File: src/rtl/decoder_pkg.sv
// Shared MIPS decode constants: opcode/funct/REGIMM encodings, the
// immediate-extension select, and the packed decode-result record.
// EXT, CMP and NPC import this package so they agree on these values.
package decoder_pkg;

    // Primary opcodes, IR[31:26]
    localparam logic [5:0] OP_SPECIAL = 6'b000000;
    localparam logic [5:0] OP_REGIMM  = 6'b000001;
    localparam logic [5:0] OP_J       = 6'b000010;
    localparam logic [5:0] OP_JAL     = 6'b000011;
    localparam logic [5:0] OP_BEQ     = 6'b000100;
    localparam logic [5:0] OP_BNE     = 6'b000101;
    localparam logic [5:0] OP_BLEZ    = 6'b000110;
    localparam logic [5:0] OP_BGTZ    = 6'b000111;
    localparam logic [5:0] OP_ADDIU   = 6'b001001;
    localparam logic [5:0] OP_ORI     = 6'b001101;
    localparam logic [5:0] OP_LUI     = 6'b001111;
    localparam logic [5:0] OP_LW      = 6'b100011;
    localparam logic [5:0] OP_SW      = 6'b101011;

    // SPECIAL funct codes, IR[5:0]
    localparam logic [5:0] FN_JR   = 6'b001000;
    localparam logic [5:0] FN_ADDU = 6'b100001;
    localparam logic [5:0] FN_SUBU = 6'b100011;

    // REGIMM sub-opcodes carried in the rt field
    localparam logic [4:0] RT_BLTZ = 5'b00000;
    localparam logic [4:0] RT_BGEZ = 5'b00001;

    // Register written by jal
    localparam logic [4:0] REG_RA = 5'd31;

    // Immediate-extension select; 2'b11 is unused
    typedef enum logic [1:0] {
        ZERO_EXT = 2'b00,
        SIGN_EXT = 2'b01,
        HIGH_EXT = 2'b10
    } ext_op_e;

    // Complete decode result for one instruction
    typedef struct packed {
        ext_op_e    ext_op;
        logic       beq;
        logic       bne;
        logic       bltz;
        logic       blez;
        logic       bgtz;
        logic       bgez;
        logic       isb;
        logic       isj;
        logic       isjr;
        logic       reg_write;
        logic       mem_write;
        logic [4:0] a3;
        logic       illegal;
    } decode_t;

endpackage

File: src/rtl/decoder_comb.sv
// Purely combinational MIPS instruction decode. Produces the full decode
// record from the instruction word; unsupported encodings yield a record
// with only the illegal flag set.
module decoder_comb
    import decoder_pkg::*;
(
    input  logic [31:0] ir_i,
    output decode_t     dec_o
);

    logic [5:0] opcode;
    logic [4:0] rt;
    logic [4:0] rd;
    logic [5:0] funct;
    logic       bad;
    decode_t    dec;

    assign opcode = ir_i[31:26];
    assign rt     = ir_i[20:16];
    assign rd     = ir_i[15:11];
    assign funct  = ir_i[5:0];

    // Decode opcode/funct into control flags, extension select and destination
    always_comb begin
        // NOTE: every output of this block gets a default before the case, so
        // no path can leave a value unassigned and infer a latch.
        dec = '0;
        bad = 1'b0;
        case (opcode)
            OP_SPECIAL: begin
                case (funct)
                    FN_ADDU, FN_SUBU: begin
                        dec.reg_write = 1'b1;
                        dec.a3        = rd;
                    end
                    FN_JR:   dec.isjr = 1'b1;
                    // Only the all-zero word (sll $0,$0,0) is accepted as nop
                    default: bad = (ir_i != 32'd0);
                endcase
            end
            OP_REGIMM: begin
                case (rt)
                    RT_BLTZ: dec.bltz = 1'b1;
                    RT_BGEZ: dec.bgez = 1'b1;
                    default: bad = 1'b1;
                endcase
            end
            OP_BEQ:  dec.beq  = 1'b1;
            OP_BNE:  dec.bne  = 1'b1;
            OP_BLEZ: dec.blez = 1'b1;
            OP_BGTZ: dec.bgtz = 1'b1;
            OP_J:    dec.isj  = 1'b1;
            OP_JAL: begin
                dec.isj       = 1'b1;
                dec.reg_write = 1'b1;
                dec.a3        = REG_RA;
            end
            OP_ORI: begin
                dec.reg_write = 1'b1;
                dec.a3        = rt;
            end
            OP_LUI: begin
                dec.ext_op    = HIGH_EXT;
                dec.reg_write = 1'b1;
                dec.a3        = rt;
            end
            OP_ADDIU, OP_LW: begin
                dec.ext_op    = SIGN_EXT;
                dec.reg_write = 1'b1;
                dec.a3        = rt;
            end
            OP_SW: begin
                dec.ext_op    = SIGN_EXT;
                dec.mem_write = 1'b1;
            end
            default: bad = 1'b1;
        endcase

        // All branches sign-extend their offset
        dec.isb = dec.beq | dec.bne | dec.bltz | dec.blez | dec.bgtz | dec.bgez;
        if (dec.isb) begin
            dec.ext_op = SIGN_EXT;
        end

        // An illegal encoding suppresses every other output
        if (bad) begin
            dec         = '0;
            dec.illegal = 1'b1;
        end
    end

    assign dec_o = dec;

endmodule

File: src/rtl/decoder.sv
// MIPS instruction decoder top. Wraps decoder_comb and optionally adds one
// register stage on all outputs.
// Build option: define DECODER_PIPE_EN to register the outputs (one-cycle
// latency, asynchronous active-low clear); otherwise outputs are purely
// combinational and clk/reset are unused.
module decoder
    import decoder_pkg::*;
(
    input  logic        clk,
    input  logic        reset,
    input  logic [31:0] IR,
    output logic [1:0]  EXTop,
    output logic        beq,
    output logic        bne,
    output logic        bltz,
    output logic        blez,
    output logic        bgtz,
    output logic        bgez,
    output logic        isb,
    output logic        isj,
    output logic        isjr,
    output logic        RegWrite,
    output logic        MemWrite,
    output logic [4:0]  A3,
    output logic        illegal
);

    decode_t dec_d;
    decode_t dec_out;

    decoder_comb u_comb (
        .ir_i  (IR),
        .dec_o (dec_d)
    );

`ifdef DECODER_PIPE_EN
    decode_t dec_q;

    // Output register stage, cleared asynchronously while reset is low
    always_ff @(posedge clk or negedge reset) begin
        // NOTE: sequential state uses non-blocking assignment so every flop
        // samples its input from before the edge.
        if (!reset) begin
            dec_q <= '0;
        end else begin
            dec_q <= dec_d;
        end
    end

    assign dec_out = dec_q;
`else
    // Combinational build: clock and reset are intentionally unused
    logic unused_clk_reset;
    assign unused_clk_reset = clk ^ reset;
    assign dec_out = dec_d;
`endif

    assign EXTop    = dec_out.ext_op;
    assign beq      = dec_out.beq;
    assign bne      = dec_out.bne;
    assign bltz     = dec_out.bltz;
    assign blez     = dec_out.blez;
    assign bgtz     = dec_out.bgtz;
    assign bgez     = dec_out.bgez;
    assign isb      = dec_out.isb;
    assign isj      = dec_out.isj;
    assign isjr     = dec_out.isjr;
    assign RegWrite = dec_out.reg_write;
    assign MemWrite = dec_out.mem_write;
    assign A3       = dec_out.a3;
    assign illegal  = dec_out.illegal;

endmodule

File: config.mk
export PLATFORM = sky130hd
export DESIGN_NAME = decoder
export DESIGN_NICKNAME = d
export VERILOG_FILES = /design/src/rtl/decoder_pkg.sv /design/src/rtl/decoder_comb.sv /design/src/rtl/decoder.sv
export SDC_FILE = /design/constraint.sdc
export NUM_CORES = 1
export LEC_CHECK = 0
export CAP_MARGIN = 20
export CORE_MARGIN = 2
export CORE_UTILIZATION = 24
export DETAILED_ROUTE_END_ITERATION = 7
export PLACE_DENSITY = 0.88
export SLEW_MARGIN = 15
export SYNTH_ARGS = -nofsm -noshare
export SYNTH_HDL_FRONTEND = slang
export SYNTH_SLANG_ARGS = --single-unit
File: constraint.sdc
create_clock -name vclk -period 1.9
set_clock_uncertainty 0.05 [all_clocks]
set_input_delay 0.285 -clock vclk [all_inputs]
set_output_delay 0.285 -clock vclk [all_outputs]
set_load 0.02 [all_outputs]
# Word level (Yosys, flattened, before mapping)
# Cells that the tools add are included.
# word_totals
wordCells,54
input_bits,34
ff_bits,0
out_inout_bits,19
# classes
bitwise_logic,5
eq_ne,16
mux,22
reduce_logical,11
# ops
cell,n
$reduce_bool A32 Y1,1
$eq A6 B3 Y1 const B,4
$eq A6 B4 Y1 const B,4
$eq A6 B6 Y1 const B,4
$mux W19,1
$mux W1,15
$pmux W5 S3,1
$eq A6 B2 Y1 const B,2
$reduce_or A11 Y1,1
$eq A6 B1 Y1 const B,1
$logic_not A6 Y1,1
$reduce_or A2 Y1,3
$reduce_or A3 Y1,2
$eq A5 B1 Y1 const B,1
$logic_not A5 Y1,1
$mux W5,1
$or A1 B1 Y1,5
$reduce_or A5 Y1,1
$pmux W2 S2,1
$reduce_or A4 Y1,1
$pmux W1 S3,1
$mux W2,1
$pmux W1 S2,1

# Depth between registers and ports, before layout
# Gate-level depths: netlist (run 1).
# depth
ltp_word,9
mapped_depth,6
mapped_depth_nobuf,4

# Least setup slack after synthesis (run 1)
# Ideal clock, no wire load.
# synth_path
path_kind,in2out
start,in IR[31]
end,out illegal
slack_ps,-158
arrival_ps,1723
required_ps,1565
stages,5
path_buffers,1
path_cell_list,buf_6 or4_4 or3_4 nand3b_4 o211ai_2
# synth_between
elab_chain_cells,4
elab_cells_between_ends,18
classes_between,12 x eq/ne; 3 x mux; 3 x reduce/logical
# synth_rtl
item,line,source
start: declaration,decoder.sv:11,"input logic [31:0] IR,"
"$eq A6 B3 Y1, or another cell as far along",decoder_comb.sv:29,case (opcode)
$reduce_or A11 Y1 (no line) / $mux W1 (equally long branches),--,
$pmux W1 S3 (*),decoder_comb.sv:29,
$mux W19 (*),decoder_comb.sv:86,if (bad) begin
end: declaration,decoder.sv:25,output logic illegal
# Mark *: on every way between the ends. The rest lies on a longest branch, timed or not.

# Worst setup path after layout (run 1)
# layout_path
start,in IR[28]
end,out illegal
# Same word-level chain as after synthesis.

==> results.json, run 1 <==
{
  "grt_setup_unrepaired": "true",
  "grt_max_degree": 9,
  "worstHoldStart": "IR[30]",
  "synth.avg_cell_area_sq_um": 6.34,
  "drv_slew": 0,
  "die_area_sq_mm": 0.00201,
  "cp_max_fo": 3,
  "place_inst": 144,
  "crit_arrival_ps": 1750,
  "coreArea_sq_mm": 0.00154,
  "max_freq_mhz": 478,
  "hold_viol_final": 0,
  "final_common_cell": "clkdlybuf4s50_1",
  "setup-violations-final": 7,
  "initial_core_util_pct": 25.9,
  "drive_gt1_share_pct": 41.5,
  "vdd_drop_max_mv": 0.0907,
  "chipHeight_um": 44.8,
  "ff_latch_area_sq_um": 0,
  "synth_area_sq_um": 399,
  "status": "finished, violations left",
  "wl_um": 1890,
  "power.density_mw_per_mm2": 166,
  "required_ps": 1560,
  "power_leakage_nw": 0.485,
  "dp_hpwl_um": 1580,
  "drc": 0,
  "yosysWarnings": 0,
  "cap_violations": 0,
  "track_usage_pct": 17.7,
  "final_antenna_net_count": 0,
  "nClkBuffers": 0,
  "seq_cells": 0,
  "die_w_um": 44.8,
  "layout_common_cells": "25 x clkdlybuf4s50_1, 23 x buf_4, 11 x nor2_1, 8 x buf_2, 8 x buf_6",
  "violations": "negative setup slack",
  "yosysUniqueCellTypes": 28,
  "hold_depth": 4,
  "period_needed_ps": 2090,
  "critPathCaptureType": "output port",
  "diodes": 0,
  "max-slew-margin-rel_pct": 80.4,
  "stdcell_count": 146,
  "pre_cts_slack_ps": -1130,
  "finalCritPeriodShare_pct": 110,
  "num-nets-final": 166,
  "viasPerCell": 5.12,
  "first_pass_iters": 4,
  "finalSetupTns_ps": -1170,
  "start_kind": "input pin",
  "grt_pass1_vias": 659,
  "tightest_slew_ps": 291,
  "syn_to_final_growth_pct": 167,
  "grt_pass1_wl_um": 2800,
  "seq_area_frac_synth_pct": 0,
  "initialDrtViolationCount": 5,
  "synth_cells": 63,
  "antenna_found_initial": 0,
  "min_to": "EXTop[1]",
  "place_congestion": 0.832,
  "wl_per_cell_um": 13.0,
  "io-pin-count": 53,
  "syn_nets": 97,
  "postLayoutCoreUtil_pct": 69.2,
  "path_class": "input pin to output port",
  "layout_setup_ws_ps": -190,
  "port_buffers": 51,
  "std_cell_rows": 14,
  "vias": 747,
  "overflow": 0,
  "hold_class": "input pin to output port"
}
worst max-delay path by stage:
stage,endpoint,slack [ps],depth (start not counted),from
2_1_floorplan,illegal,-80,5,IR[31]
3_3_place_gp,illegal,-1120,6,IR[28]
3_5_place_dp,illegal,-1130,6,IR[28]
4_1_cts,A3[0],-210,6,IR[28]
5_1_grt,illegal,-230,6,IR[28]
6_report,illegal,-190,6,IR[28]
Yosys cell counts:
cell type,instances,area share [%]
nand3b_1,1,1.9
nor4_1,5,7.8
nor2_4,1,2.8
nand2_1,5,4.7
or3_1,1,1.6
o211ai_2,1,3.1
or3_4,1,2.8
nand4_1,1,1.6
nand3_1,6,7.5
nor2_1,12,11
and3_1,1,1.6
nand3b_4,1,5.0
nor3_1,5,6.3
xnor2_1,1,2.2
buf_6,1,2.8
o22ai_1,1,1.6
clkbuf_1,3,2.8
nor2b_1,1,1.6
nand2b_1,2,3.1
and3b_1,1,2.2
or4_4,1,2.8
inv_1,1,0.94
or4b_1,1,2.5
o21ai_0,1,1.3
o2bb2ai_1,1,2.2
buf_2,1,1.3
nor4b_1,1,2.2
a221o_1,5,13
logic make-up (layout without fill, tap and decap cells):
kind of cell | count (synthesis) | in the layout | synth area share, %
AO/OA/AOI/OAI | 9 | 9 | 20.7
AND/OR/NAND/NOR | 47 | 47 | 69.3
buffers and inverters | 6 | 73 | 7.83
XOR/XNOR | 1 | 1 | 2.19
report_power, final:
part / internal, mW / switching (mW) / total, mW
Clock: 0 / 0 / 0
Combinational: 0.111 / 0.0666 / 0.177
Sequential: 0 / 0 / 0
through the flow:
stage	instance area, sq um	power (mW)	hold WS (ps)
after floorplan	417	0.0552	600
after global placement	1060	0.169	1680
after detailed placement	1060	0.172	1660
after CTS	1030	0.173	956
after global routing	1070	0.189	955
final	1070	0.177	928
layer usage:
layer  share of wire, %  up-vias  global-route usage [%]
met5                  0        -                       0
met4                  0        0                       0
met3                6.5        0                       0
met2                 54       28                    37.7
met1                 40      343                    20.6
li1                   -      376                       -
area by class of cell:
type / count / area [sq um]
multi-input cells: 57 / 404
fillers: 130 / 475
well taps: 16 / 20.0
repair buffers: 72 / 638
inverters: 1 / 3.75
critical path: stages:
cell      delay (ps)
buf_8             90
or4_4            520
or3_4            360
nand3b_4         170
o211ai_4         180
buf_6            140
what timing repair did:
item / in CTS / in global routing
hold buffers: 0 / 0
pin swaps: 7 / 5
resized for setup: 109 / 10
setup buffers: 1 / 1
setup endpoints to repair: 19 / 15
No activity file was read; power rests on OpenSTA's default activity.
==> run 2: changes to the inputs <==
--- a/config.mk
+++ b/config.mk
@@ -5,9 +5,10 @@
 export SDC_FILE = /design/constraint.sdc
 export NUM_CORES = 1
 export LEC_CHECK = 0
-export CAP_MARGIN = 20
+export ABC_AREA = 1
+export CAP_MARGIN = 40
 export CORE_MARGIN = 2
-export CORE_UTILIZATION = 24
+export CORE_UTILIZATION = 28
 export DETAILED_ROUTE_END_ITERATION = 7
 export PLACE_DENSITY = 0.88
 export SLEW_MARGIN = 15
==> run 2 against run 1 <==
The flow now finishes without violations. Via count grew 20%. Routed wire length grew 6.9%. Global-route usage grew 0.49 points. Synthesized cell count grew 87%. Total power grew 0.24%. Synthesized area grew 30%. Critical endpoint is now A3[3]. Largest power group unchanged.
==> results.json, run 2 <==
{
  "status": "complete, no violations",
  "postLayoutCoreUtil_pct": 69.9,
  "cap_violations": 0,
  "layout_common_cells": "32 x nand2_1, 29 x inv_1, 22 x clkdlybuf4s50_1, 21 x buf_4, 20 x nor2_1",
  "final_common_cell": "nand2_1",
  "dp_hpwl_um": 1700,
  "diodes": 0,
  "yosysWarnings": 0,
  "max-slew-margin-rel_pct": 81.1,
  "synthSimpleGateAreaFrac_pct": 71.3,
  "initial_core_util_pct": 30.1,
  "cp_max_fo": 6,
  "top_usage_layer": "met2",
  "syn_to_final_growth_pct": 133,
  "wl_um": 2020,
  "coreArea_sq_mm": 0.00173,
  "viasPerCell": 4.31,
  "synth-xor-area-share_pct": 0,
  "std_cell_rows": 15,
  "final_antenna_net_count": 0,
  "ff_latch_area_sq_um": 0,
  "antenna_found_initial": 0,
  "critPathCaptureType": "output port",
  "grt_setup_unrepaired": "true",
  "setup-violations-final": 0,
  "worstHoldStart": "IR[19]",
  "hold_viol_final": 0,
  "drc": 0,
  "vdd_drop_max_mv": 0.0688,
  "required_ps": 1560,
  "synth_cells": 118,
  "place_congestion": 0.790,
  "synth_compound_area_share_pct": 4.82,
  "vias": 900,
  "synth_top_area_share_pct": 23.1,
  "seq_cells": 0,
  "power_leakage_nw": 0.723,
  "seq_area_frac_synth_pct": 0,
  "drive_gt1_share_pct": 29.9,
  "startpoint": "IR[30]",
  "synth_top_family_by_area": "simple AND/OR/NAND/NOR gates",
  "netlist_top_cells_count": "32 x inv_1, 32 x nand2_1, 24 x nor2_1, 11 x nand3_1, 5 x o21ai_1",
  "grt_max_degree": 7,
  "synth.avg_cell_area_sq_um": 4.40,
  "min_to": "A3[3]",
  "die_w_um": 47.1,
  "crit_arrival_ps": 1500,
  "finalCritPeriodShare_pct": 96.5,
  "synthAdderAreaFrac_pct": 0,
  "drv_slew": 0,
  "stdcell_count": 209,
  "yosysUniqueCellTypes": 13,
  "wl_per_cell_um": 9.68,
  "hold_depth": 4,
  "first_pass_iters": 4,
  "hold_class": "input pin to output port",
  "finalSetupTns_ps": 0,
  "period_needed_ps": 1830,
  "track_usage_pct": 18.2,
  "tightest_slew_ps": 284,
  "fillers": 168,
  "place_inst": 208,
  "syn_nets": 152,
  "max_freq_mhz": 545,
  "nClkBuffers": 0,
  "synthMuxAreaShare_pct": 0,
  "initialDrtViolationCount": 8,
  "netlist_top_cells_area": "inv_1 23%, nand2_1 23%, nor2_1 17%, nand3_1 11%, nor2_4 6.5%",
  "synth_area_sq_um": 519,
  "use_met2_pct": 42.7,
  "met1_usage_pct": 16.8,
  "chipHeight_um": 47.1,
  "gr-usage-met3_pct": 0,
  "grt_pass1_wl_um": 3060,
  "overflow": 0,
  "num-nets-final": 220,
  "io-pin-count": 53,
  "start_kind": "input pin",
  "path_class": "input pin to output port",
  "port_buffers": 51,
  "power.density_mw_per_mm2": 147,
  "grt_pass1_vias": 835,
  "yosysTopAreaCell": "inv_1",
  "die_area_sq_mm": 0.00222
}
[run 2: kinds of logic (layout without fill, tap and decap cells)]
| kind of cell | Yosys count | count (layout) |
|---|---|---|
| AND/OR/NAND/NOR | 80 | 80 |
| buffers and inverters | 33 | 99 |
| AO/OA/AOI/OAI | 5 | 5 |
[run 2: timing repair]
item                                    in CTS  in global routing
hold buffers                                 0                  0
hold endpoints to repair                     0                  0
setup buffers                                0                  1
resized for setup                           81                 15
endpoints found under the setup margin      19                  7
pin swaps                                    4                  4
[run 2: per-stage QoR]
step	hold slack, ps	area (sq um)	power, mW	worst slack (ps)
after global placement	1580	1170	0.170	-530
after CTS	1160	1150	0.171	1.22
after floorplan	600	519	0.0598	474
final	928	1210	0.178	65.6
after detailed placement	1570	1170	0.175	-573
after global routing	969	1210	0.192	-5.91
[run 2: cell type report]
cell class | instances | area (sq um) | share of cell area [%]
tap | 25 | 31.3 | 2.59
multi-input combinational | 85 | 468 | 38.8
timing repair buffer | 66 | 584 | 48.4
inverter | 33 | 124 | 10.3
[run 2: power by group]
part / total [mW] / internal, mW / switching (mW)
sequential: 0 / 0 / 0
combinational: 0.178 / 0.0950 / 0.0827
clock: 0 / 0 / 0
total: 0.178 / 0.0950 / 0.0827
[run 2: layer usage]
metal	part of all wire, %	wire length (um)
met2	58	1180
met1	37	749
met4	0	0
met5	0	0
met3	4.5	92
[run 2: worst max-delay path by stage]
stage               endpoint  slack (ps)  cells past startpoint
finish                 A3[3]          70                      9
global route           A3[3]          -6                      9
CTS                    A3[0]           1                      9
detailed placement      bltz        -570                      8
global placement        bltz        -530                      8
floorplan               blez         470                      3
[run 2: critical path, stage by stage]
cell           delay, ps
dlygate4sd2_1        270
nor2_4               230
nand2_4              110
nor2_4               120
nand2_4              100
o21ai_2              140
inv_1                 50
nand2_1               60
buf_4                130
